## config.mk

```make
export PLATFORM = sky130hd
export DESIGN_NAME = bcd_serial_sub
export DESIGN_NICKNAME = d
export VERILOG_FILES = /design/src/rtl/bcd_pkg.sv /design/src/rtl/bcd_digit_sub.sv /design/src/rtl/bcd_serial_sub.sv
export SDC_FILE = /design/constraint.sdc
export NUM_CORES = 1
export LEC_CHECK = 0
export CAP_MARGIN = 10
export CORE_MARGIN = 1
export CORE_UTILIZATION = 54
export CTS_CLUSTER_DIAMETER = 50
export DETAILED_ROUTE_END_ITERATION = 10
export HOLD_SLACK_MARGIN = 0.03
export PLACE_DENSITY = 0.88
export SLEW_MARGIN = 15
export SYNTH_ARGS = -nofsm -noshare
export SYNTH_HDL_FRONTEND = slang
export SYNTH_SLANG_ARGS = --single-unit
```

## constraint.sdc

```tcl
create_clock -name clk -period 4.7 [get_ports clk]
set_input_delay 0.705 -clock clk [delete_from_list [all_inputs] [get_ports clk]]
set_output_delay 0.705 -clock clk [all_outputs]
set_load 0.02 [all_outputs]
```

## src/rtl/bcd_pkg.sv

```systemverilog
// Shared types and constants for the decimal (BCD) arithmetic datapath.
package bcd_pkg;

    typedef logic [3:0] bcd_digit_t;

    localparam bcd_digit_t BCD_MAX   = 4'd9;
    localparam bcd_digit_t BCD_RADIX = 4'd10;

    typedef enum logic [1:0] {
        IDLE = 2'd0,
        RUN  = 2'd1,
        DONE = 2'd2
    } state_t;

endpackage

```

## src/rtl/bcd_digit_sub.sv

```systemverilog
// Single BCD digit subtractor: d = a - b - bin with decimal borrow correction.
module bcd_digit_sub
    import bcd_pkg::*;
(
    input  bcd_digit_t a,
    input  bcd_digit_t b,
    input  logic       bin,
    output bcd_digit_t d,
    output logic       bout,
    output logic       nonbcd
);

    logic [4:0] t;

    // 5-bit two's complement difference; bit 4 is the sign for every 4-bit operand pair.
    assign t      = {1'b0, a} - {1'b0, b} - {4'b0000, bin};
    assign bout   = t[4];
    assign d      = bout ? (t[3:0] + BCD_RADIX) : t[3:0];
    assign nonbcd = (a > BCD_MAX) || (b > BCD_MAX);

endmodule

```

## src/rtl/bcd_serial_sub.sv

```systemverilog
// Digit-serial BCD subtractor: diff = a - b - borrowIn, one digit per clock, LSD first,
// with a start/busy/done handshake and a sticky non-BCD input flag.
module bcd_serial_sub
    import bcd_pkg::*;
#(
    parameter int NDIGITS = 4
) (
    input  logic                   clk,
    input  logic                   reset,
    input  logic                   start,
    input  logic [4*NDIGITS-1:0]   a,
    input  logic [4*NDIGITS-1:0]   b,
    input  logic                   borrowIn,
    output logic                   busy,
    output logic                   done,
    output logic [4*NDIGITS-1:0]   diff,
    output logic                   borrowOut,
    output logic                   invalid
);

    localparam int IDXW = (NDIGITS > 1) ? $clog2(NDIGITS) : 1;
    localparam logic [IDXW-1:0] LAST = IDXW'(NDIGITS - 1);

    state_t                   state;
    logic [IDXW-1:0]          idx;
    logic                     brw;
    bcd_digit_t [NDIGITS-1:0] a_q;
    bcd_digit_t [NDIGITS-1:0] b_q;
    bcd_digit_t [NDIGITS-1:0] diff_q;

    bcd_digit_t dig_d;
    logic       dig_bout;
    logic       dig_nonbcd;
    logic       accept;

    // start is only honoured outside RUN, so a held start cannot re-latch mid-operation.
    assign accept = start && (state != RUN);
    assign diff   = diff_q;

    bcd_digit_sub u_digit (
        .a      (a_q[idx]),
        .b      (b_q[idx]),
        .bin    (brw),
        .d      (dig_d),
        .bout   (dig_bout),
        .nonbcd (dig_nonbcd)
    );

    // NOTE: operand copies are pure datapath and are always loaded before use,
    // so they carry no reset; only control and visible outputs are reset.
    always_ff @(posedge clk) begin
        if (accept) begin
            a_q <= a;
            b_q <= b;
        end
    end

    // NOTE: all state uses non-blocking assignments so every register samples
    // pre-edge values, independent of statement order.
    always_ff @(posedge clk) begin
        if (reset) begin
            state     <= IDLE;
            idx       <= '0;
            brw       <= 1'b0;
            busy      <= 1'b0;
            done      <= 1'b0;
            diff_q    <= '0;
            borrowOut <= 1'b0;
            invalid   <= 1'b0;
        end else begin
            case (state)
                IDLE, DONE: begin
                    done <= 1'b0;
                    if (accept) begin
                        state     <= RUN;
                        busy      <= 1'b1;
                        idx       <= '0;
                        brw       <= borrowIn;
                        diff_q    <= '0;
                        borrowOut <= 1'b0;
                        invalid   <= 1'b0;
                    end else begin
                        state <= IDLE;
                        busy  <= 1'b0;
                    end
                end
                RUN: begin
                    diff_q[idx] <= dig_d;
                    brw         <= dig_bout;
                    invalid     <= invalid | dig_nonbcd;
                    if (idx == LAST) begin
                        state     <= DONE;
                        busy      <= 1'b0;
                        done      <= 1'b1;
                        borrowOut <= dig_bout;
                    end else begin
                        idx <= idx + 1'b1;
                    end
                end
                default: begin
                    state <= IDLE;
                    busy  <= 1'b0;
                    done  <= 1'b0;
                end
            endcase
        end
    end

endmodule

```

==> results.ini <==
[route]
wirelength_um=5120
wl_per_cell_um=15.9
drtAntennaViolNets=0
drt_first_pass_iters=4
remaining_drc_errors=0
vias=1789
drtIter0Drc=92
avgViaCountPerCell=5.56

[logic_synthesis]
yosysWarnings=0
synth_edf_count=32
ys_types=39
synthCells=205
ys.flop_type=edfxtp_1
synth_seq_cells=57
synth_area_um2=2530
synthArstFlopShare=0
yosys.area.top_type=edfxtp_1
syn_nets=252
ys_top_cells_by_area=edfxtp_1, dfxtp_1, mux4_1
synth_seq_area_share=0.579
syn_avg_cell_area_um2=12.3
synth_top_cell_area_share=0.380

[timing]
setup_tns_ps=0
slew_headroom=0.432
setup-violations-final=0
tightest_slew_ps=851
hold-worst-slack_ps=464
rsz0062_at_grt=no
fin_skew_ps=4.93
slew_viol_final=0
post-route-period-util=0.748
hold_viol=0
period_needed_ps=3510
final.setup.worst_slack_ps=1190
fmax_mhz=285

[global_route]
track_usage=0.233
grt_max_degree=25
grt_pass1_wl_um=8560
grt_pass1_vias=1856
antenna_found_initial=0
overflow=0

[setup_path]
cp-end-kind=flop
crit_arrival_ps=3760
cp.required_ps=4950
worstPathCellList=mux4_1 > inv_1 > fa_1 > inv_1 > fa_1 > xnor2_1 > ha_1 > inv_1 > a2111oi_4 > o21ai_1 > a21oi_1
startpoint_type=flop
cp_common_cell=inv_1
crit_fanout=17
worstSetupPathType=flop to flop
max_stage_delay_ps=790
cp_slowest_cell=dfxtp_1

[cells_and_area]
drive_gt1_frac=0.0778
final_util=0.749
fin_nets=312
mostFrequentLayoutCells=clkdlybuf4s50_1, edfxtp_1, dfxtp_1, a21oi_1
syn2layout_area_growth_pct=30.9
layout_commonest_cell=clkdlybuf4s50_1
antenna_cells=0

[placed_design]
dp_hpwl_um=3660
gp_congestion=0.791
place_ws_ps=1230
io_buffers=55

[floorplanning]
start_util=0.572
rows=24
die_area_um2=4960
pin_count=56
core_um2=4410
die_y_um=70.4
die_x_um=70.4

[clock_tree]
clk_latency_ps=340
cts_tree=built
clk_path_buf_depth=2
cts.sinks=57
post_cts_buffers=0
cts-resized-gates=0
clk_pin_slew_ps=60
numCtsBuffers=9
cts-hold-fix-buffers=0
htree_num_levels=3
root_buffer=clkbuf_8

[flow_run]
drv_cap=0

[power]
power.density_nw_per_um2=389
p_leak_nw=1.20
vdd_ir_drop_max_mv=0.260
power_w=0.00129

[hold_path]
hp-class=flop to flop

[status]
status=finished clean

## worst max-delay path: cells and delay by family (launching register included)
kind	cells	cell delay, ps
fa+ha+maj	3	850
flops	1	790
compound gates	3	650
mux	1	640
buf+inv	3	250
xor+xnor	1	230
## cells in the mapped netlist, drive strengths merged, types with 2 or more instances
cell type and count:
a21oi 20, nor3 2, fa 2, o21a 2, clkbuf 2, and2 5
mux2i 3, buf 5, nand2 19, dfxtp 25, inv 14, nor2 9
nand3 19, xnor2 2, edfxtp 32, nand2b 2, nor2b 3, ha 9
o21ai 7, mux4 7
## final cells by class
class,instances,area [um2]
Clock inverter,4,23.8
Tap cell,52,65.1
Fill cell,290,1110
Timing Repair Buffer,56,558
Sequential cell,57,1460
Multi-Input combinational cell,127,968
Inverter,14,52.6
Clock buffer,12,176
## metal layers
metal | vias up | share of wire | global-route usage
li1 | 870 | - | -
met2 | 61 | 0.52 | 0.389
met3 | 9 | 0.055 | 0.0794
met4 | 0 | 0.014 | 0.116
met1 | 849 | 0.41 | 0.265
met5 | - | 0 | 0
## stage by stage
stage,area (um2),instances
floorplan,2530,205
global placement,3110,306
detailed placement,3110,306
CTS,3310,322
global route,3310,322
finish,3310,322
## report_power, final
group / internal (W) / leakage, nW / switching [W]
Combinational: 0.000123 / 0.579 / 0.000146
Sequential: 0.000558 / 0.509 / 0.0000142
Clock: 0.000250 / 0.107 / 0.000194
## worst paths after layout
path | from | end | depth (start not counted) | slack, ps
worst min-delay path | diff[1] | diff[1] | 2 | 460
worst min register to register | diff[1] | diff[1] | 2 | 460
worst max register to register | idx[0] | diff[7] | 11 | 1190
worst max-delay path | idx[0] | diff[7] | 11 | 1190
## cell families (layout without fill, tap and decap cells)
logic type,count (synthesis),after routing,synth area share
fa+ha+maj,11,11,0.0604
xor+xnor,2,2,0.00694
flops,57,57,0.579
buf+inv,21,86,0.0381
compound gates,38,38,0.0986
mux,11,11,0.0892
simple gates,65,65,0.128
## state kept, by name, indices dropped and copies added, names as in the netlist
signal	flops
state	2
diff	16
b_q	16
idx	2
borrowOut	1
invalid	1
brw	1
busy	1
done	1
a_q	16
(Power assumes the default switching activity.)
